## src/rtl/radix4_lane_merge.sv

```systemverilog
// Collects a 16-point frame from four parallel lanes over four beats into a ping-pong
// buffer and re-serializes it, optionally in radix-4 digit-reversed order.
module radix4_lane_merge #(
  parameter int WIDTH = 32,
  parameter int ORDER = 0
) (
  input  logic             clk,
  input  logic             reset,
  input  logic             in_valid,
  output logic             in_ready,
  input  logic [WIDTH-1:0] in_0,
  input  logic [WIDTH-1:0] in_1,
  input  logic [WIDTH-1:0] in_2,
  input  logic [WIDTH-1:0] in_3,
  output logic [WIDTH-1:0] out_data,
  output logic             out_valid,
  input  logic             out_ready,
  output logic             out_last,
  output logic [3:0]       out_index
);

  typedef enum logic [1:0] {
    BANK_EMPTY,
    BANK_FILLING,
    BANK_FULL,
    BANK_DRAINING
  } bank_state_t;

  bank_state_t bank_q [2];
  bank_state_t bank_d [2];

  logic             wr_ptr_q, wr_ptr_d;
  logic [1:0]       k_q, k_d;
  logic             rd_ptr_q, rd_ptr_d;
  logic [3:0]       p_q, p_d;
  logic [WIDTH-1:0] out_data_q, out_data_d;
  logic             out_valid_q, out_valid_d;
  logic             out_last_q, out_last_d;
  logic [3:0]       out_index_q, out_index_d;
  logic             out_bank_q, out_bank_d;

  logic             beat_acc;
  logic             rd_avail;
  logic             out_adv;
  logic             load;
  logic             out_free;
  logic [3:0]       rd_idx;
  logic [WIDTH-1:0] rd_word;
  logic [WIDTH-1:0] lane_in [4];
  logic [WIDTH-1:0] lane_rd [4];

  assign lane_in[0] = in_0;
  assign lane_in[1] = in_1;
  assign lane_in[2] = in_2;
  assign lane_in[3] = in_3;

  // Ready depends only on registered bank state, never on out_ready.
  assign in_ready = (bank_q[wr_ptr_q] == BANK_EMPTY) || (bank_q[wr_ptr_q] == BANK_FILLING);
  assign beat_acc = in_valid && in_ready;

  assign rd_avail = (bank_q[rd_ptr_q] == BANK_FULL) || (bank_q[rd_ptr_q] == BANK_DRAINING);
  assign out_adv  = !out_valid_q || out_ready;
  assign load     = out_adv && rd_avail;
  assign out_free = out_valid_q && out_ready && out_last_q;

  // p = 4a+b reads index 4b+a when digit-reversed.
  assign rd_idx = (ORDER == 1) ? {p_q[1:0], p_q[3:2]} : p_q;

  // Each lane owns the four words 4j..4j+3 of both banks, addressed by {bank, k}.
  genvar gi;
  generate
    for (gi = 0; gi < 4; gi++) begin : g_lane
      logic [WIDTH-1:0] mem [8];

      always_ff @(posedge clk) begin
        if (beat_acc) begin
          mem[{wr_ptr_q, k_q}] <= lane_in[gi];
        end
      end

      assign lane_rd[gi] = mem[{rd_ptr_q, rd_idx[1:0]}];
    end
  endgenerate

  assign rd_word = lane_rd[rd_idx[3:2]];

  // The write bank, the bank being read and the bank being freed are never the same
  // bank when their events coincide, so the updates below do not conflict.
  always_comb begin
    for (int b = 0; b < 2; b++) begin
      bank_d[b] = bank_q[b];
      if (beat_acc && (wr_ptr_q == 1'(b))) begin
        bank_d[b] = (k_q == 2'd3) ? BANK_FULL : BANK_FILLING;
      end
      if (load && (rd_ptr_q == 1'(b)) && (bank_q[b] == BANK_FULL)) begin
        bank_d[b] = BANK_DRAINING;
      end
      if (out_free && (out_bank_q == 1'(b))) begin
        bank_d[b] = BANK_EMPTY;
      end
    end
  end

  always_comb begin
    wr_ptr_d = wr_ptr_q;
    k_d      = k_q;
    if (beat_acc) begin
      k_d = k_q + 2'd1;
      if (k_q == 2'd3) begin
        wr_ptr_d = ~wr_ptr_q;
      end
    end
  end

  // The read pointer moves on as soon as sample 15 is loaded; the bank itself is
  // released only once that sample has been taken downstream.
  always_comb begin
    rd_ptr_d    = rd_ptr_q;
    p_d         = p_q;
    out_data_d  = out_data_q;
    out_valid_d = out_valid_q;
    out_last_d  = out_last_q;
    out_index_d = out_index_q;
    out_bank_d  = out_bank_q;
    if (load) begin
      p_d         = p_q + 4'd1;
      out_data_d  = rd_word;
      out_valid_d = 1'b1;
      out_last_d  = (p_q == 4'd15);
      out_index_d = rd_idx;
      out_bank_d  = rd_ptr_q;
      if (p_q == 4'd15) begin
        rd_ptr_d = ~rd_ptr_q;
      end
    end else if (out_adv) begin
      out_valid_d = 1'b0;
      out_last_d  = 1'b0;
    end
  end

  always_ff @(posedge clk or posedge reset) begin
    if (reset) begin
      for (int b = 0; b < 2; b++) begin
        bank_q[b] <= BANK_EMPTY;
      end
      wr_ptr_q    <= 1'b0;
      k_q         <= 2'd0;
      rd_ptr_q    <= 1'b0;
      p_q         <= 4'd0;
      out_data_q  <= '0;
      out_valid_q <= 1'b0;
      out_last_q  <= 1'b0;
      out_index_q <= 4'd0;
      out_bank_q  <= 1'b0;
    end else begin
      for (int b = 0; b < 2; b++) begin
        bank_q[b] <= bank_d[b];
      end
      wr_ptr_q    <= wr_ptr_d;
      k_q         <= k_d;
      rd_ptr_q    <= rd_ptr_d;
      p_q         <= p_d;
      out_data_q  <= out_data_d;
      out_valid_q <= out_valid_d;
      out_last_q  <= out_last_d;
      out_index_q <= out_index_d;
      out_bank_q  <= out_bank_d;
    end
  end

  assign out_data  = out_data_q;
  assign out_valid = out_valid_q;
  assign out_last  = out_last_q;
  assign out_index = out_index_q;

endmodule

```

## config.mk

```make
export PLATFORM = sky130hd
export DESIGN_NAME = radix4_lane_merge
export DESIGN_NICKNAME = d
export VERILOG_FILES = /design/src/rtl/radix4_lane_merge.sv
export SDC_FILE = /design/constraint.sdc
export NUM_CORES = 1
export LEC_CHECK = 0
export CAP_MARGIN = 20
export CORE_UTILIZATION = 44
export DETAILED_ROUTE_END_ITERATION = 10
export PLACE_DENSITY = 0.58
export SLEW_MARGIN = 20
export SYNTH_ARGS = -nofsm -noshare
export SYNTH_HDL_FRONTEND = slang
export SYNTH_SLANG_ARGS = --single-unit
```

## constraint.sdc

```tcl
create_clock -name clk -period 15.7 [get_ports clk]
set_input_delay 3.14 -clock clk [delete_from_list [all_inputs] [get_ports clk]]
set_output_delay 3.14 -clock clk [all_outputs]
set_load 0.02 [all_outputs]
```

# Word level (Yosys, flattened, before mapping)
# Memories as Yosys holds them, arrays and structs flattened.
# Cells that the tools add are included.
op_classes:
  bitwise: 6
  muxes: 21
  n_eq_ne: 7
  n_lt_le_gt_ge: 3
  reduce_logical: 22
  n_addsub: 2
ops:
  columns: ["operator", "count"]
  rows:
  - ["$bmux 32 s2", 1]
  - ["$mux 32", 2]
  - ["$mux 2", 13]
  - ["$logic_and 1x1->1", 12]
  - ["$eq 2x2->1 const B", 5]
  - ["$reduce_bool 3->1", 2]
  - ["$mux 1", 5]
  - ["$add 4x1->4 const B", 1]
  - ["$eq 4x4->1 const B", 1]
  - ["$ge 2x2->1 const B", 2]
  - ["$not 1->2", 2]
  - ["$reduce_and 2->1", 2]
  - ["$ge 3x3->1 const B", 1]
  - ["$logic_or 1x1->1", 3]
  - ["$not 1->1", 3]
  - ["$not 2->3", 1]
  - ["$add 2x1->2 const B", 1]
  - ["$eq 2x1->1 const B", 1]
  - ["$logic_not 2->1", 1]
  - ["$reduce_bool 2->1", 1]
  - ["$logic_not 1->1", 1]
word_totals:
  ramBits: 1024
  output_inout_bits: 39
  elab_cells: 76
  in_bits: 132
  n_memories: 4
  ff_bits: 51
mem_list:
  columns: ["name", "words", "word_bits", "read_ports", "rd_clocked_by_memory_dff", "wr", "line", "rtl"]
  rows:
  - ["g_lane[0].mem", 8, 32, 1, 0, 1, "73", "logic [WIDTH-1:0] mem [8];"]
  - ["g_lane[1].mem", 8, 32, 1, 0, 1, "73", null]
  - ["g_lane[2].mem", 8, 32, 1, 0, 1, "73", null]
  - ["g_lane[3].mem", 8, 32, 1, 0, 1, "73", null]

# Logic depth before layout (Yosys ltp)
# Gate-level depths: netlist (run 1).
logic_depth:
  word_depth: 11
  ltp_mapped: 9
  ltp_nobuf: 5

# Worst setup path after synthesis (run 1)
# Ideal clock, no wire load.
synth_path:
  kind: "input-to-reg"
  startpoint: "input port in_valid"
  endpoint: "memory g_lane[0].mem[4][0], enable pin"
  path_stages: 2
  t_required_ns: 14.928
  path_buffers: 0
  setup_time_ns: 0.772
  t_arrival_ns: 11.923
  path_slack_ns: 3.005
  path_cell_list: "nand3b_1 > nor3_1"
synth_via:
  elab_chain_len: 3
synth_rtl:
  columns: ["item", "line", "rtl"]
  rows:
  - ["start, declared", "9", "input logic in_valid,"]
  - ["$logic_and 1x1->1", "59", "assign beat_acc = in_valid && in_ready;"]
  - ["$mux 1", "76", "if (beat_acc) begin"]
  - ["$mux 1 (implied by the code)", "77", "mem[{wr_ptr_q, k_q}] <= lane_in[gi];"]
  - ["end, declared", "73", null]
# Every way passes these cells.

# Worst setup path after layout (run 1)
layout_path:
  startpoint: "input port in_valid"
  endpoint: "memory g_lane[2].mem[3][13], enable pin"
layout_via:
  elab_chain_len: 3
layout_rtl:
  columns: ["item", "line"]
  rows:
  - ["$logic_and 1x1->1", "59"]
  - ["$mux 1", "76"]
  - ["$mux 1 (implied by the code)", "77"]
  - ["end, declared", "73"]
# Every way passes these cells.

==> impl_results.md, run 1 <==
* Mapped Cells at 2,002
* Gpl congestion at 0.7934
* Syn_area_per_cell at 20.34 um2
* Peak VDD IR at 0.1599 mV
* Worst reg2reg endpoint: out_data[6]$_DFFE_PP0N_
* Final hold viol count at 0
* Pins Over Slew Limit at 0
* Seq cells post-synth at 1,073
* Hold Path Depth at 1
* Layout fillers at 7,204
* Core Box Area at 0.09166 mm2
* Clk_skew at 17.74 ps
* Initial antenna violation count at 5
* Vias post-DR at 19,680
* Drt pass-1 iters at 5
* Worst hold slack at 503.9 ps
* Crit path largest cell delay at 730 ps
* I/O Buffers at 170
* Tot Pwr at 8.127 mW
* Mapped Nets at 2,136
* Final Critical Period at 5399 ps
* Clock sink count at 1,073
* Status: completed
* Worst-Skew Late Latency at 650 ps
* First-pass GRT wire length at 136,300 um
* Hold Path Sink: out_data[2]$_DFFE_PP0N_
* Layout Cells excl Fill at 3,466
* Total gr overflow at 0
* RSZ-0062 raised after global routing: false
* Maxcap violations at 0
* DP Wirelength at 51,280 um
* Area Overhead vs Synth at 16.09%
* # DRC at 0
* Final core occ at 51.56%
* CP Class: in2reg
* Reg clk slew, reported paths at 60 ps
* Post-DR wirelength/cell at 26.75 um
* Crit path DAT at 5670 ps
* Largest net degree at the start of global routing at 141
* Critical Path End Type: register
* Post-CTS Setup Bufs at 0
* Via density at 5.678
* Sequential element share of the synthesized area at 78.54%
* Die ar. at 0.09375 mm2
* Synth warn at 0
* Vias in the first global route at 20,250
* Final setup fails at 0
* Relative slew slack at 30.09%
* Mapped cell area at 0.04071 mm2
* CTS buffer count at 104
* Placed cells at 3,273
* R2R depth at 6
* CP required at 15,970 ps
* CTS max path bufs at 3
* Drt first-iter violations at 1,689
* Routed Antenna Nets at 0
* Crit Path Max Fanout at 56
* R2R setup slack at 11,260 ps
* Synth area leader: edfxtp_1
* TritonCTS clock tree: built
* Hold Crit Class: reg2reg
* PostCTS Resize Cnt at 0
* Die outline width at 306.2 um
* Crit. Startpoint: in_valid
* Clk root buf: clkbuf_16
* Critical Path Source Type: input pin
* Htree depth at 3
* Routed WL at 92,720 um
* Post-synth top area share at 75.53%
* Layout cells sized above 1 at 14.93%
* Final period util at 34.39%
* Crit path cell chain: clkdlybuf4s50_1, nand2_1, nor2_4, buf_4, buf_4
* Gr usage total at 19.87%
* Static leakage at 15.59 nW
* Nets@finish at 2,328
* Ports at 171
* Yosys cell types at 36
* Worst-Margin Slew at 1046 ps
* Hold path startpoint: out_data[2]$_DFFE_PP0N_
* Hold buffer count at cts at 0
* Pwr dens at 172.0 mW/mm2
* Setup TNS at 0 ps
* Ranking of synthesized cells by area: edfxtp_1, mux4_2, mux2i_1, a22oi_1, dfrtp_1
* Initial Util at 44.41%
* Critical-path top delay cell: buf_4
* Reg-to-Reg Start: p_q[0]$_DFFE_PP0N_
* Rows at 111
* Fmax at 0.1852 GHz
* Most used cell, CP: buf_4
* Die Y at 306.2 um
==> worst max path at each step <==
stage	end	slack [ps]	cells after the start
after floorplan	g_lane[0].mem[4][0]$_DFFE_PP_	3010	2
after global placement	g_lane[0].mem[5][11]$_DFFE_PP_	9340	4
after detailed placement	g_lane[0].mem[5][6]$_DFFE_PP_	9280	4
after CTS	g_lane[0].mem[5][31]$_DFFE_PP_	9980	4
after global routing	g_lane[2].mem[3][23]$_DFFE_PP_	10170	5
final	g_lane[2].mem[3][13]$_DFFE_PP_	10300	5
==> critical path: cells and delay by family <==
family	cells	cell delay (ps)
buffers and inverters	3	1990
AND/OR/NAND/NOR	2	430
==> metal layers <==
| metal | GRT usage (%) | vias to the layer above | part of all wire, % |
|---|---|---|---|
| li1 | - | 8659 | - |
| met1 | 29.32 | 10340 | 46 |
| met2 | 30.03 | 547 | 46 |
| met3 | 4.182 | 128 | 6.2 |
| met4 | 5.465 | 8 | 1.9 |
| met5 | 0 | - | 0.051 |
==> cells in the mapped netlist, drive strengths merged <==
master,number
edfxtp,1024
mux2i,258
a22oi,192
mux4,128
buf,74
nand3,68
a21oi,50
dfrtp,49
clkbuf,41
nand2,39
o21ai,16
a211o,15
nor2,14
nor2b,5
xnor2,5
nand2b,3
and2,2
and3,2
ha,2
inv,2
nor3,2
nor3b,2
or3,2
mux2,1
nand3b,1
nand4,1
nor4b,1
o22a,1
o31ai,1
or2,1
==> layout make-up <==
class | count | area, um2 | share of cell area, %
flip-flops and latches | 1073 | 31980 | 67.67
multi-input cells | 812 | 8269 | 17.50
clock buffers | 142 | 2927 | 6.192
repair buffers | 201 | 2034 | 4.305
well taps | 1186 | 1484 | 3.140
clock inverters | 48 | 550.5 | 1.165
inverters | 2 | 7.507 | 0.01588
diodes | 2 | 5.005 | 0.01059
==> through the flow <==
stage | instance area [um2] | setup slack (ps)
final | 47260 | 10300
after global routing | 47260 | 10170
after CTS | 47240 | 9980
after detailed placement | 43760 | 9280
after global placement | 43760 | 9340
after floorplan | 40710 | 3005
==> cells in the final DEF, fill, tap and decap left out, types with 5 or more instances in the layout <==
cell and count:
clkdlybuf4s50_1 170, o21ai_0 6, clkinv_2 17, mux4_2 128
clkinv_1 11, nand2_1 39, buf_4 23, a21oi_1 50
nand3_1 68, dfrtp_1 47, clkbuf_16 105, a22oi_1 192
o21ai_1 10, clkbuf_8 16, clkinvlp_4 5, bufinv_16 12
nor2_4 8, buf_12 8, a211o_1 15, nor2_1 6
xnor2_1 5, mux2i_1 258, clkbuf_1 21, edfxtp_1 1024
==> where the power goes <==
part,internal [mW],total [mW],switching (mW)
clock network,1.50,2.52,1.02
logic,0.869,2.12,1.26
registers,3.32,3.48,0.167
total,5.68,8.13,2.44
==> sequential cells by signal (all words and copies together) (netlist names) <==
register,cells
out_last,1
out_index,4
rd_ptr_q,1
out_bank_q,1
out_valid,1
out_data,32
p_q,4
bank_q,2
wr_ptr_q,1
g_lane.mem,1024
k_q,2
==> cells by family (layout without fill, tap and decap cells) <==
kind of cell | count (synthesis) | after routing | share of synthesized area (%)
and+or+nand+nor | 143 | 143 | 1.727
buffers and inverters | 117 | 393 | 1.395
DFF | 1073 | 1073 | 78.54
adders and majority gates | 2 | 2 | 0.06146
AOI/OAI and AO/OA | 275 | 275 | 4.715
other | 0 | 2 | 0
muxes | 387 | 387 | 13.45
xor gates and xnor gates | 5 | 5 | 0.1076
(Power assumes the default switching activity.)
==> run 2: changes to the inputs <==
PLACE_DENSITY = 0.6   (was 0.58)
clock period = 4.8 ns   (was 15.7 ns; I/O delays follow)
==> run 2 against run 1 <==
Against the previous run: sequential share of layout area fell by 0.34 points; largest power group unchanged; routed wire length rose by 0.16%; clock-buffer cell count is 3 lower; critical path type is now reg2reg; final area up 0.50%; critical path depth stayed put; clock skew increased by 0.72 ps.
==> impl_results.md, run 2 (same netlist as run 1, synthesis figures left out) <==
* CP Class: reg2reg
* Worst-Skew Late Latency at 670 ps
* Post-DR wirelength/cell at 26.62 um
* CP required at 5380 ps
* Clock sink count at 1,073
* Die ar. at 0.09375 mm2
* Commonest non-fill, non-tap cells in the layout: edfxtp_1, mux2i_1, a22oi_1
* Area Overhead vs Synth at 16.67%
* Initial Util at 44.41%
* Gpl congestion at 0.7705
* Clk_skew at 18.45 ps
* Rows at 111
* Worst-Margin Slew at 1121 ps
* Via density at 5.695
* Total gr overflow at 0
* Hold buffer count at cts at 0
* Tot Pwr at 26.30 mW
* Layout cells sized above 1 at 15.35%
* # DRC at 0
* Pins Over Slew Limit at 0
* Largest Register: g_lane.mem
* Relative slew slack at 25.11%
* Critical Path Source Type: register
* Critical Path End Type: register
* Final core occ at 51.82%
* Most common cell after layout, fill and taps aside: edfxtp_1
* Die Y at 306.2 um
* Reg clk slew, reported paths at 60 ps
* TritonCTS clock tree: built
* RSZ-0062 raised after global routing: false
* Routed Antenna Nets at 0
* Drt first-iter violations at 1,644
* Largest net degree at the start of global routing at 129
* Clk root buf: clkbuf_16
* Final hold viol count at 0
* First-pass GRT wire length at 136,300 um
* Pwr dens at 553.8 mW/mm2
* Status: completed
* Post-CTS Setup Bufs at 0
* CTS buffer count at 103
* Final Critical Period at 3076 ps
* Final period util at 64.08%
* Hold Crit Class: reg2reg
* Core Box Area at 0.09166 mm2
* Routed WL at 92,870 um
* CTS max path bufs at 3
* I/O Buffers at 170
* Vias post-DR at 19,860
* Die outline width at 306.2 um
* Crit Path Max Fanout at 31
* Crit path DAT at 3660 ps
* Initial antenna violation count at 14
* Ports at 171
* Nets@finish at 2,344
* Static leakage at 15.68 nW
* DP Wirelength at 52,980 um
* PostCTS Resize Cnt at 0
* Gr usage total at 19.84%
* Final setup fails at 0
* Max reg flops at 1,024
* Fmax at 0.3251 GHz
* Drt pass-1 iters at 5
* Htree depth at 3
* Maxcap violations at 0
* Vias in the first global route at 19,920
* Peak VDD IR at 0.4130 mV
==> run 2: changes by cell type in the layout (fill, tap and decap cells not counted), sizes merged <==
cell	previous run	this run
clkinvlp	5	4
inv	2	7
clkinv	31	42
buf	31	48
bufinv	12	5
clkbuf	142	139
==> run 2: final cells by class <==
| cell class | count | area (um2) |
|---|---|---|
| timing repair buffer | 218 | 2412 |
| inverter | 2 | 7.507 |
| clock inverter | 56 | 407.9 |
| clock buffer | 139 | 2907 |
| multi-input combinational | 812 | 8292 |
| fill | 7109 | 44160 |
| sequential | 1073 | 31980 |
| antenna | 2 | 5.005 |
| tap | 1186 | 1484 |
==> run 2: path summary, 6_finish.rpt <==
check | startpoint | end | slack [ps] | cells past startpoint
max | rd_ptr_q$_DFFE_PP0P_ | out_data[12]$_DFFE_PP0N_ | 1720 | 5
max reg2reg | rd_ptr_q$_DFFE_PP0P_ | out_data[12]$_DFFE_PP0N_ | 1720 | 5
min reg2reg | out_data[13]$_DFFE_PP0N_ | out_data[13]$_DFFE_PP0N_ | 520 | 2
max in group asynchronous | reset | out_data[7]$_DFFE_PP0N_ | 3200 | 3
min | out_data[13]$_DFFE_PP0N_ | out_data[13]$_DFFE_PP0N_ | 520 | 2
min in group asynchronous | reset | out_data[16]$_DFFE_PP0N_ | 780 | 2
==> run 2: routing by layer <==
layer	track usage [%]	up-vias	wire length (um)
met1	29.26	10420	42170
li1	-	8705	-
met5	0	-	167
met2	30.21	583	42580
met4	4.756	26	1620
met3	4.334	128	6324
==> run 2: where the power goes <==
group	internal (mW)	switching, mW	total [mW]
clock network	4.51	3.36	7.87
registers	10.8	0.518	11.4
logic	2.92	4.14	7.06
total	18.3	8.02	26.3
==> run 2: critical path: stages (launching register included) <==
cell	delay [ps]
dfrtp_4	760
mux2i_1	410
or2_2	620
nor3b_4	790
nand3_1	230
nand3_1	150
==> run 2: metrics by stage <==
step                      setup WS [ps]  setup TNS [ps]  cells  cell area (um2)  hold slack (ps)
after detailed placement           1296               0   3291            44180            503.7
after floorplan                  -194.6         -110430   2002            40750            480.3
after CTS                          1730               0   3486            47490            519.0
final                              1724               0   3488            47500            520.2
after global routing               1569               0   3486            47490            546.5
after global placement             1386               0   3291            44180            503.6
==> run 3: changes to the inputs <==
clock period = 2.5 ns   (was 4.8 ns; I/O delays follow)
==> run 3 against run 2 <==
Against the previous run: clock power up 96%; largest power group unchanged; utilization is 1.4 points higher; sequential power increased by 89%; critical path type unchanged; critical endpoint is now out_data[30]$_DFFE_PP0N_; highest routed layer unchanged; clock skew rose by 2.5 ps; worst setup slack lost 1600 ps; power grew 98%; die area is the same.
==> impl_results.md, run 3 (same netlist as run 1, synthesis figures left out) <==
* Status: completed
* Layout cells sized above 1 at 18.70%
* Final setup fails at 0
* Core Box Area at 0.09166 mm2
* CP required at 3040 ps
* Hold Crit Class: in2async
* Pwr dens at 1065 mW/mm2
* Final Critical Period at 2377 ps
* Crit Path Max Fanout at 17
* Ports at 171
* Total gr overflow at 0
* Most used cell, CP: buf_12
* Most common cell after layout, fill and taps aside: edfxtp_1
* Setup TNS at 0 ps
* CP Class: reg2reg
* Routed WL at 94,230 um
* Commonest non-fill, non-tap cells in the layout: edfxtp_1, mux2i_1, a22oi_1
* Gr usage total at 20.15%
* Pins Over Slew Limit at 0
* Die outline width at 306.2 um
* Routed Antenna Nets at 0
* Crit path DAT at 2920 ps
* Initial antenna violation count at 9
* Reg clk slew, reported paths at 60 ps
* Final core occ at 53.25%
* Fmax at 0.4207 GHz
* Critical-path top delay cell: mux4_2
* Largest Register: g_lane.mem
* DP Wirelength at 58,230 um
* Via density at 5.689
* First-pass GRT wire length at 139,300 um
* Clk_skew at 20.98 ps
* TritonCTS clock tree: built
* Crit path largest cell delay at 510 ps
* Initial Util at 44.41%
* Peak VDD IR at 0.9964 mV
* Tot Pwr at 51.99 mW
* I/O Buffers at 170
* Rows at 111
* CTS buffer count at 104
* # DRC at 0
* Worst-Skew Late Latency at 660 ps
* Reg-to-Reg Start: p_q[0]$_DFFE_PP0N_
* Worst-Margin Slew at 793.2 ps
* Max reg flops at 1,024
* Vias post-DR at 20,320
* R2R setup slack at 120 ps
* CTS max path bufs at 3
* Critical Path Source Type: register
* Clock sink count at 1,073
* Gpl congestion at 0.8093
* Maxcap violations at 0
* Crit path cell chain: buf_12, buf_12, mux4_2, a22oi_1, a21oi_1, a211o_1
* Final period util at 95.08%
* Hold buffer count at cts at 0
* Worst reg2reg endpoint: out_data[30]$_DFFE_PP0N_
* Clk root buf: clkbuf_16
* Die Y at 306.2 um
* Static leakage at 16.29 nW
* Drt pass-1 iters at 6
* Critical Path End Type: register
* Drt first-iter violations at 1,896
* RSZ-0062 raised after global routing: false
* R2R depth at 6
* Relative slew slack at 46.99%
* Area Overhead vs Synth at 19.90%
* Post-DR wirelength/cell at 26.38 um
* Htree depth at 3
* Largest net degree at the start of global routing at 100
* Final hold viol count at 0
* Nets@finish at 2,434
* Die ar. at 0.09375 mm2
* Vias in the first global route at 20,740
run 3: how the worst max path moves through the flow:
stage	startpoint	end	slack [ps]
after CTS	rd_ptr_q$_DFFE_PP0P_	out_data[13]$_DFFE_PP0N_	0.6
final	p_q[0]$_DFFE_PP0N_	out_data[30]$_DFFE_PP0N_	120
after global routing	p_q[0]$_DFFE_PP0N_	out_data[25]$_DFFE_PP0N_	40
after floorplan	in_valid	g_lane[0].mem[4][0]$_DFFE_PP_	-1860
after detailed placement	out_ready	out_data[13]$_DFFE_PP0N_	-310
after global placement	out_ready	out_data[18]$_DFFE_PP0N_	-220
run 3: power by group:
group          total, mW  leakage (nW)  internal, mW  switching (mW)
Clock               15.4          1.62          8.89            6.49
Combinational       15.0          4.86          6.59            8.46
Sequential          21.6          9.81          20.8           0.740
run 3: area by class of cell:
type                       instances  area, um2
fill                            7031      42850
sequential                      1073      31990
multi-input combinational        812       8304
timing repair buffer             307       3667
clock buffer                     129       2769
tap                             1186       1484
clock inverter                    62      591.8
inverter                           2      7.507
antenna                            1      2.502
run 3: critical path: cells and delay by family, from the launching register on:
family          cells  cell delay (ps)
compound gates      3              920
buf+inv             2              330
mux                 1              510
flops               1              480
run 3: what timing repair did:
item / 4_1_cts / 5_1_grt
endpoints found under the setup margin: 1 / 30
resized for setup: 1 / 0
pin swaps: 0 / 2
buffers inserted: 0 / 2
run 3: per-layer routing:
layer | vias up | part of all wire, % | track usage, %
li1 | 8893 | - | -
met1 | 10680 | 45 | 29.58
met2 | 624 | 47 | 31.08
met3 | 108 | 6.7 | 4.486
met4 | 16 | 1.4 | 4.186
met5 | - | 0.11 | 0
run 3: stage by stage:
step	hold slack [ps]	area, um2	instances	worst slack [ps]
finish	194.3	48810	3572	122.9
CTS	179.6	48770	3569	0.6011
global placement	497.1	45410	3378	-216.8
detailed placement	518.4	45410	3378	-313.1
floorplan	480.3	40790	2002	-1861
global route	207.2	48810	3572	37.48
